==> src/rtl/fp6_mult_rr_scheduler.sv <==
// Round-robin scheduler sharing one FP6 (1s/2e/3m, bias 1, subnormals, saturating) multiplier
// among NUM_REQ requesters through a two-stage valid/ready pipeline with ID-tagged results.

module fp6_mult (
   input  logic [5:0] a,
   input  logic [5:0] b,
   output logic [5:0] p
);

   // Magnitude in units of 1/8: subnormal m, else (8+m) << (e-1).
   function automatic logic [5:0] mag8(input logic [4:0] em);
      logic [5:0] m;
      case (em[4:3])
         2'd0:    m = {3'b000, em[2:0]};
         2'd1:    m = {3'b001, em[2:0]};
         2'd2:    m = {2'b01, em[2:0], 1'b0};
         2'd3:    m = {1'b1, em[2:0], 2'b00};
         default: m = 6'd0;
      endcase
      return m;
   endfunction

   logic [11:0] prod_s;
   logic        up_hi_s;
   logic        up_mid_s;
   logic        up_lo_s;
   logic [6:0]  q_hi_s;
   logic [4:0]  q_mid_s;
   logic [4:0]  q_lo_s;
   logic [4:0]  em_s;

   // Exact product in 1/64 units, rounded to nearest-even on the grid of each binade, saturating at 7.5.
   always_comb begin
      prod_s   = {6'd0, mag8(a[4:0])} * {6'd0, mag8(b[4:0])};
      up_hi_s  = prod_s[4] & ((|prod_s[3:0]) | prod_s[5]);
      up_mid_s = prod_s[3] & ((|prod_s[2:0]) | prod_s[4]);
      up_lo_s  = prod_s[2] & ((|prod_s[1:0]) | prod_s[3]);
      q_hi_s   = prod_s[11:5] + {6'd0, up_hi_s};
      q_mid_s  = {1'b0, prod_s[7:4]} + {4'd0, up_mid_s};
      q_lo_s   = {1'b0, prod_s[6:3]} + {4'd0, up_lo_s};
      em_s     = 5'd0;
      if ((a[4:0] == 5'd0) || (b[4:0] == 5'd0)) begin
         em_s = 5'd0;
      end else if (prod_s >= 12'd256) begin
         if (q_hi_s > 7'd15) em_s = 5'b11111;
         else                em_s = {2'b11, q_hi_s[2:0]};
      end else if (prod_s >= 12'd128) begin
         if (q_mid_s == 5'd16) em_s = 5'b11000;
         else                  em_s = {2'b10, q_mid_s[2:0]};
      end else begin
         if (q_lo_s == 5'd16)     em_s = 5'b10000;
         else if (q_lo_s >= 5'd8) em_s = {2'b01, q_lo_s[2:0]};
         else                     em_s = {2'b00, q_lo_s[2:0]};
      end
      if (em_s == 5'd0) p = 6'd0;
      else              p = {a[5] ^ b[5], em_s};
   end

endmodule

module fp6_mult_rr_scheduler #(
   parameter int NUM_REQ = 4,
   parameter int ID_W    = $clog2(NUM_REQ)
) (
   input  logic                 clk,
   input  logic                 rst,
   input  logic [NUM_REQ-1:0]   req_valid,
   output logic [NUM_REQ-1:0]   req_ready,
   input  logic [NUM_REQ*6-1:0] req_a,
   input  logic [NUM_REQ*6-1:0] req_b,
   output logic                 rsp_valid,
   input  logic                 rsp_ready,
   output logic [5:0]           rsp_o,
   output logic [ID_W-1:0]      rsp_id,
   output logic                 busy
);

   logic            s1_valid_r;
   logic [5:0]      s1_a_r;
   logic [5:0]      s1_b_r;
   logic [ID_W-1:0] s1_id_r;
   logic            s2_valid_r;
   logic [5:0]      rsp_o_r;
   logic [ID_W-1:0] rsp_id_r;
   logic [ID_W-1:0] rr_ptr_r;

   logic            adv1_s;
   logic            adv2_s;
   logic            accept_s;
   logic            win_found_s;
   logic            hit_s;
   logic [ID_W-1:0] win_id_s;
   logic [ID_W-1:0] next_ptr_s;
   logic [5:0]      win_a_s;
   logic [5:0]      win_b_s;
   logic [5:0]      mult_s;
   int              idx_s;

   // Scan requesters starting at rr_ptr; the first valid one wins.
   always_comb begin
      win_found_s = 1'b0;
      win_id_s    = {ID_W{1'b0}};
      hit_s       = 1'b0;
      idx_s       = 0;
      for (int k = 0; k < NUM_REQ; k++) begin
         idx_s       = int'(rr_ptr_r) + k;
         idx_s       = (idx_s >= NUM_REQ) ? (idx_s - NUM_REQ) : idx_s;
         hit_s       = !win_found_s && req_valid[idx_s];
         win_id_s    = hit_s ? ID_W'(idx_s) : win_id_s;
         win_found_s = win_found_s || hit_s;
      end
   end

   // Handshake, grant and operand selection for the current cycle.
   always_comb begin
      adv2_s    = !s2_valid_r || rsp_ready;
      adv1_s    = !s1_valid_r || adv2_s;
      req_ready = {NUM_REQ{1'b0}};
      if (win_found_s && adv1_s && !rst) begin
         req_ready[win_id_s] = 1'b1;
      end else begin
         req_ready = {NUM_REQ{1'b0}};
      end
      accept_s = |(req_valid & req_ready);
      win_a_s  = req_a[6*int'(win_id_s) +: 6];
      win_b_s  = req_b[6*int'(win_id_s) +: 6];
      if (win_id_s == ID_W'(NUM_REQ - 1)) begin
         next_ptr_s = {ID_W{1'b0}};
      end else begin
         next_ptr_s = win_id_s + ID_W'(1);
      end
   end

   fp6_mult u_mult (
      .a (s1_a_r),
      .b (s1_b_r),
      .p (mult_s)
   );

   // Pipeline stages and round-robin pointer; results hold unless a valid S1 moves forward.
   always_ff @(posedge clk) begin
      if (rst) begin
         s1_valid_r <= 1'b0;
         s1_a_r     <= 6'd0;
         s1_b_r     <= 6'd0;
         s1_id_r    <= {ID_W{1'b0}};
         s2_valid_r <= 1'b0;
         rsp_o_r    <= 6'd0;
         rsp_id_r   <= {ID_W{1'b0}};
         rr_ptr_r   <= {ID_W{1'b0}};
      end else begin
         if (adv1_s) begin
            s1_valid_r <= accept_s;
            s1_a_r     <= win_a_s;
            s1_b_r     <= win_b_s;
            s1_id_r    <= win_id_s;
         end
         if (adv2_s) begin
            s2_valid_r <= s1_valid_r;
            if (s1_valid_r) begin
               rsp_o_r  <= mult_s;
               rsp_id_r <= s1_id_r;
            end
         end
         if (accept_s) begin
            rr_ptr_r <= next_ptr_s;
         end
      end
   end

   assign rsp_valid = s2_valid_r;
   assign rsp_o     = rsp_o_r;
   assign rsp_id    = rsp_id_r;
   assign busy      = s1_valid_r | s2_valid_r;

endmodule

==> config.mk <==
export PLATFORM = sky130hd
export DESIGN_NAME = fp6_mult_rr_scheduler
export DESIGN_NICKNAME = d
export VERILOG_FILES = /design/src/rtl/fp6_mult_rr_scheduler.sv
export SDC_FILE = /design/constraint.sdc
export NUM_CORES = 1
export LEC_CHECK = 0
export ABC_AREA = 1
export CAP_MARGIN = 40
export CORE_MARGIN = 2
export CORE_UTILIZATION = 42
export CTS_BUF_LIST = sky130_fd_sc_hd__clkbuf_4 sky130_fd_sc_hd__clkbuf_8
export CTS_CLUSTER_DIAMETER = 150
export DETAILED_ROUTE_END_ITERATION = 7
export PLACE_DENSITY = 0.67
export SYNTH_ARGS = -nofsm -noshare
export SYNTH_HDL_FRONTEND = slang
export SYNTH_HIERARCHICAL = 1
export SYNTH_SLANG_ARGS = --single-unit
==> constraint.sdc <==
create_clock -name clk -period 6.2 [get_ports clk]
set_clock_uncertainty 0.05 [all_clocks]
set_input_delay 1.55 -clock clk [delete_from_list [all_inputs] [get_ports clk]]
set_output_delay 1.55 -clock clk [all_outputs]
set_load 0.05 [all_outputs]
==> results of run 1 <==
[layer usage]
metal | vias to the layer above | wire, um | GRT usage, %
met5 | - | 0 | 0
met4 | 0 | 56 | 3.42
met3 | 4 | 310 | 2.59
met2 | 71 | 3990 | 32.6
met1 | 1687 | 4220 | 24.4
li1 | 2080 | - | -
[area by class of cell]
| cell class | instances | area [um2] | share of cell area [%] |
|---|---|---|---|
| Clock buffer | 3 | 41.3 | 0.912 |
| Tap cell | 108 | 135 | 2.98 |
| Clock inverter | 1 | 30.0 | 0.663 |
| Sequential cell | 26 | 520 | 11.5 |
| Timing Repair Buffer | 74 | 726 | 16.0 |
| Inverter | 112 | 420 | 9.28 |
| Multi-Input combinational cell | 479 | 2660 | 58.6 |
[through the flow]
stage / area (um2) / std cells
2_1_floorplan: 3680 / 631
3_3_place_gp: 4460 / 799
3_5_place_dp: 4460 / 799
4_1_cts: 4530 / 803
5_1_grt: 4530 / 803
6_report: 4530 / 803
[placed cells by master, fill, tap and decap left out]
cell type / n
fa_1: 17
nand2_2: 18
nand3_2: 8
o21ai_1: 2
nor2_4: 1
dfxtp_1: 26
nand4_1: 6
nor3_1: 5
nor2_2: 3
bufinv_16: 1
xnor2_1: 1
clkdlybuf4s50_1: 68
o21ai_2: 1
nor2_1: 58
o22ai_1: 2
ha_1: 26
or2_4: 1
nand3b_1: 4
clkbuf_8: 3
buf_4: 6
o21ai_0: 44
nor2_8: 1
inv_2: 3
nand3_1: 40
xor2_1: 1
nand2_1: 219
a21oi_1: 11
inv_1: 109
a31oi_1: 2
o311ai_0: 2
o21bai_1: 2
or2_2: 1
nand2_4: 2
o211ai_1: 1
[cells by family (layout without fill, tap and decap cells)]
family	Yosys count	after routing	synth area share, %
AO/OA/AOI/OAI	67	67	9.75
XOR/XNOR	2	2	0.476
adder cells (fa/ha/maj)	43	43	18.1
buffers and inverters	126	190	13.8
flip-flops	26	26	14.1
AND/OR/NAND/NOR	367	367	43.8
[worst register-to-register path: stages (launching register included)]
cell	delay, ns
dfxtp_1	0.43
inv_1	0.11
o311ai_0	0.84
nand2_1	0.20
fa_1	0.61
fa_1	0.44
fa_1	0.54
inv_1	0.04
ha_1	0.35
nand2_1	0.12
nand2_1	0.09
a21oi_1	0.19
ha_1	0.19
ha_1	0.14
inv_1	0.05
nor2_1	0.09
nand2_1	0.07
nand2_1	0.06
nand2_1	0.06
nor2_2	0.11
nand3_1	0.08
nand2_1	0.09
nand2_1	0.06
nor2_1	0.08
nor2_1	0.04
o21ai_0	0.15
nor2_1	0.05
[worst paths after layout]
check            endpoint  slack [ns]
max          req_ready[3]        0.57
min            s1_id_r[1]        0.43
max reg2reg      rsp_o[5]        0.78
min reg2reg    s1_id_r[1]        0.43
[flip-flops by register name, indices dropped and copies added (netlist names)]
register,flops
s1_valid_r,1
rsp_valid,1
rsp_o,6
rr_ptr_r,2
s1_a_r,6
s1_id_r,2
rsp_id,2
s1_b_r,6
[power breakdown]
| part | internal (mW) | total (mW) | switching, mW | leakage, nW |
|---|---|---|---|---|
| sequential | 0.229 | 0.290 | 0.0612 | 0.215 |
| combinational | 0.492 | 1.39 | 0.902 | 2.26 |
| clock | 0.0863 | 0.138 | 0.0516 | 0.0357 |
==> flow_metrics.tcl, run 1 <==
set metrics [dict create \
    diodes 0 \
    outcome "completed" \
    synth_top_area_share_pct 22.3 \
    rsz0062_at_grt "false" \
    drive_gt1_share_pct 7.05 \
    period_share_pct 90.8 \
    synth_area_leader_cell "nand2_1" \
    drt_iter0_markers 95 \
    powerDensity_mw_per_mm2 402 \
    endpoint_kind "output pin" \
    start_util_pct 42.9 \
    hold_path_class "flip-flop to flip-flop" \
    fin_nets 794 \
    worstPathArrival_ns 4.03 \
    avgSynthCellArea_um2 5.84 \
    crit_fanout 4 \
    critPathLaunch "req_valid[0]" \
    cts_tree "built" \
    finalHoldViolCount 0 \
    min-delay-start "s1_id_r[1]" \
    area_growth_pct 23.0 \
    clock-sinks 26 \
    dpl.hpwl_um 7490 \
    via_per_inst 4.78 \
    num_vias 3842 \
    rr_worst_depth 26 \
    dominantRegCellSynth "dfxtp_1" \
    routed_wl_um 8580 \
    slew_headroom_pct 34.8 \
    syn-num-nets 729 \
    postCtsHoldBufs 0 \
    async_reset_ff_share_pct 0 \
    dieArea_mm2 0.00953 \
    core_area_mm2 0.00859 \
    final_util_pct 52.7 \
    cts_setup_buffers 0 \
    synth_area_leaders "nand2_1 (22%), dfxtp_1 (14%), inv_1 (11%)" \
    grt_overflow 0 \
    setup_viol 0 \
    first_global_vias 3775 \
    clk_path_buf_depth 2 \
    setup_tns_ns 0 \
    synth_cell_types 34 \
    timing.critical_path.buf_inv 4 \
    synth_commonest_cells "nand2_1 (219), inv_1 (109), nor2_1 (58), o21ai_0 (44), nand3_1 (40)" \
    dr.pass1.iters 4 \
    path_delay_family "buffers and inverters" \
    cts.htree.levels 1 \
    crit_type "input pin to output pin" \
    synth_enable_flop_cells 0 \
    ir_drop_mv 0.168 \
    slew_violations 0 \
    yosysMostFrequentCell "nand2_1" \
    numCtsBuffers 3 \
    grt_usage_pct 18.5 \
    dieHeight_um 97.6 \
    post-route-drc-count 0 \
    synth.cell_area_mm2 0.00368 \
    fin_ws_ns 0.570 \
    fill_cells 879 \
    cap_violations 0 \
    cp_slowest_cell "clkdlybuf4s50_1" \
    wl_per_cell_um 10.7 \
    fmax_ghz 0.178 \
    die_x_um 97.6 \
    clkLatencyLatePin_ns 0.27 \
    root_buffer "clkbuf_8" \
    worst_slew_pin_slew_ns 0.965 \
    required_ns 4.60 \
    place_ws_ns 0.578 \
    port_buffers 68 \
    io_pins 69 \
    place_congestion 0.846 \
    cts_resized 0 \
    final_antenna_net_count 0 \
    reg2reg_from "s1_b_r[4]" \
    grt_pass1_wl_um 15500 \
    antenna_found_initial 0 \
    yosys_warnings 6 \
    hold-path-cell-count 2 \
    grt_max_degree 38 \
    timing.final.crit_period_ns 5.63 \
    num_rows 34 \
    cts.clk_slew.worst_paths_ns 0.09 \
    worst-path-stages 11 \
    timing.hold.ws_ns 0.425 \
    finalPower_mw 1.82 \
    cp_slowest_stage_delay_ns 0.82 \
    crit_path_start_kind "input pin" \
    ys_ff_latch 26 \
    ys_seq_area_share_pct 14.1 \
    path_cells "clkdlybuf4s50_1 > inv_1 > nand2_1 > nand2_1 > o21ai_0 > nand4_1 > nand3_1 > ha_1 > inv_1 > nor2_1 > clkdlybuf4s50_1" \
    synthCells 631 \
    p_leak_nw 2.51 \
]
Power figures use the tool's default switching activity.
==> inputs of run 2 (changes only) <==
Settings changed: ABC_CLOCK_PERIOD_IN_PS set to 6200.
==> results of run 2 <==
Final layout, timing and power as in run 1 (identical DEF).
==> inputs of run 3 (changes only) <==
Settings changed: ABC_AREA 1 to not set, PLACE_DENSITY 0.67 to 0.68.
==> flow_metrics.tcl, run 3 <==
set metrics [dict create \
    synth.cell_area_mm2 0.00331 \
    setup_tns_ns 0 \
    regArea_um2 520 \
    pwr-share-seq_pct 26.1 \
    synth_top_area_share_pct 15.7 \
    via_per_inst 5.50 \
    fin_cells 544 \
    p_leak_nw 1.81 \
    placed_cell_area_mm2 0.00405 \
    grt_usage_pct 19.7 \
    slew_violations 0 \
    io_pins 69 \
    die_x_um 92.8 \
    fill_cells 742 \
    required_ns 4.60 \
    drt_iter0_markers 182 \
    cts_tree "built" \
    synth_commonest_cells "nor2_1 (58), mux2i_1 (29), dfxtp_1 (26), ha_1 (26), inv_1 (24)" \
    post-route-drc-count 0 \
    clkLatencyLatePin_ns 0.28 \
    dr.pass1.iters 4 \
    final_cell_mix "clkdlybuf4s50_1 (68), nor2_1 (58), mux2i_1 (29)" \
    outcome "completed" \
    r2r_slack_ns 0.88 \
    antenna_found_initial 0 \
    syn-num-nets 481 \
    yosys.area_share.xor_xnor_pct 3.59 \
    synth_enable_flop_cells 0 \
    core_area_mm2 0.00769 \
    synthAdderAreaFrac_pct 20.1 \
    yosys_warnings 6 \
    cts.htree.levels 1 \
    crit_path_start_kind "input pin" \
    port_buffers 68 \
    cts_resized 0 \
    crit_type "input pin to output pin" \
    synth_top_family_by_area "compound AO/OA/AOI/OAI gates" \
    area_growth_pct 24.3 \
    finalPower_mw 0.826 \
    layout_commonest_cell "clkdlybuf4s50_1" \
    place_congestion 0.887 \
    final_antenna_net_count 0 \
    muxShareOfSynthArea_pct 9.44 \
    ys_seq_area_share_pct 15.7 \
    worst_slew_pin_slew_ns 0.719 \
    final_util_pct 53.6 \
    yosysMostFrequentCell "nor2_1" \
    p_int_mw 0.477 \
    place_ws_ns 0.416 \
    worstPathArrival_ns 4.19 \
    routed_wl_um 8210 \
    hold_path_class "flip-flop to flip-flop" \
    grt_pass1_wl_um 14100 \
    synth_area_leaders "dfxtp_1 (16%), fa_1 (10%), ha_1 (9.8%)" \
    timing.hold.ws_ns 0.407 \
    dominantRegCellSynth "dfxtp_1" \
    p_comb_share_pct 56.6 \
    ir_drop_mv 0.151 \
    dp.cells 540 \
    fmax_ghz 0.173 \
    dieHeight_um 92.8 \
    clk_path_buf_depth 2 \
    rsz0062_at_grt "false" \
    synth_compound_area_share_pct 23.9 \
    pwr-share-clk_pct 17.2 \
    dpl.hpwl_um 6550 \
    cap_violations 0 \
    clock-sinks 26 \
    avgSynthCellArea_um2 8.65 \
    numCtsBuffers 3 \
    wl_per_cell_um 15.1 \
    grt_overflow 0 \
    slew_headroom_pct 51.5 \
    final_area_mm2 0.00412 \
    start_util_pct 43.1 \
    grt_max_degree 28 \
    crit_fanout 15 \
    fin_ws_ns 0.415 \
    timing.final.crit_period_ns 5.79 \
    diodes 0 \
    ys_ff_latch 26 \
    setup_viol 0 \
    first_global_vias 3085 \
    cts.clk_slew.worst_paths_ns 0.09 \
    async_reset_ff_share_pct 0 \
    p_sw_mw 0.349 \
    endpoint_kind "output pin" \
    synth_cell_types 70 \
    period_share_pct 93.3 \
    fin_nets 541 \
    synth-simple-area-share_pct 21.4 \
    num_vias 2992 \
    cts_setup_buffers 0 \
    synth_area_leader_cell "dfxtp_1" \
    switching_share_pct 42.3 \
    multi_input_area_mm2 0.00260 \
    root_buffer "clkbuf_8" \
    finalHoldViolCount 0 \
    powerDensity_mw_per_mm2 200 \
    synthCells 383 \
    num_rows 32 \
    drive_gt1_share_pct 9.50 \
    dieArea_mm2 0.00862 \
    postCtsHoldBufs 0 \
]
run 3: changes by cell type after synthesis, moves of 11 or more:
cell     delta
nand3_1    -32
nand2_1   -200
o32ai_1    +11
inv_1      -85
o21ai_0    -33
mux2i_1    +29
nand2_2    -18
run 3: final timing paths:
path | start | end | cells after the start
setup / recovery | req_valid[0] | req_ready[3] | 8
hold / removal | s1_id_r[1] | s1_id_r[1] | 2
setup reg to reg | s1_a_r[4] | rsp_o[0] | 17
hold reg to reg | s1_id_r[1] | s1_id_r[1] | 2
run 3: cell type report:
| class | instances | area share [%] |
|---|---|---|
| Clock buffer | 3 | 1.00 |
| Clock inverter | 1 | 0.729 |
| Inverter | 25 | 2.28 |
| Multi-Input combinational cell | 315 | 63.0 |
| Sequential cell | 26 | 12.6 |
| Tap cell | 102 | 3.10 |
| Timing Repair Buffer | 72 | 17.2 |
run 3: metal layers:
| metal | global-route usage, % | up-vias | wire length (um) |
|---|---|---|---|
| li1 | - | 1510 | - |
| met1 | 25.1 | 1403 | 3780 |
| met2 | 35.1 | 71 | 3920 |
| met3 | 2.52 | 8 | 415 |
| met4 | 4.90 | 0 | 99 |
| met5 | 0 | - | 0 |
run 3: worst max-delay path: stages:
cell             delay, ns
clkdlybuf4s50_1       0.63
nand2b_1              0.11
a21boi_4              0.15
o211ai_4              0.57
inv_2                 0.09
ha_1                  0.23
and2_1                0.15
clkdlybuf4s50_1       0.70
run 3: logic make-up (layout without fill, tap and decap cells):
family / count (synthesis) / count (layout)
multiplexers: 31 / 31
XOR/XNOR: 11 / 11
AO/OA/AOI/OAI: 90 / 90
flip-flops: 26 / 26
AND/OR/NAND/NOR: 140 / 140
adder cells (fa/ha/maj): 43 / 43
buffers and inverters: 42 / 101
run 3: power groups by stage:
stage | combinational, mW | sequential, mW | clock, mW
after global routing | 0.521 | 0.219 | 0.151
after detailed placement | 0.467 | 0.219 | 0
after global placement | 0.462 | 0.219 | 0
after CTS | 0.470 | 0.215 | 0.146
final | 0.468 | 0.216 | 0.142
after floorplan | 0.347 | 0.218 | 0
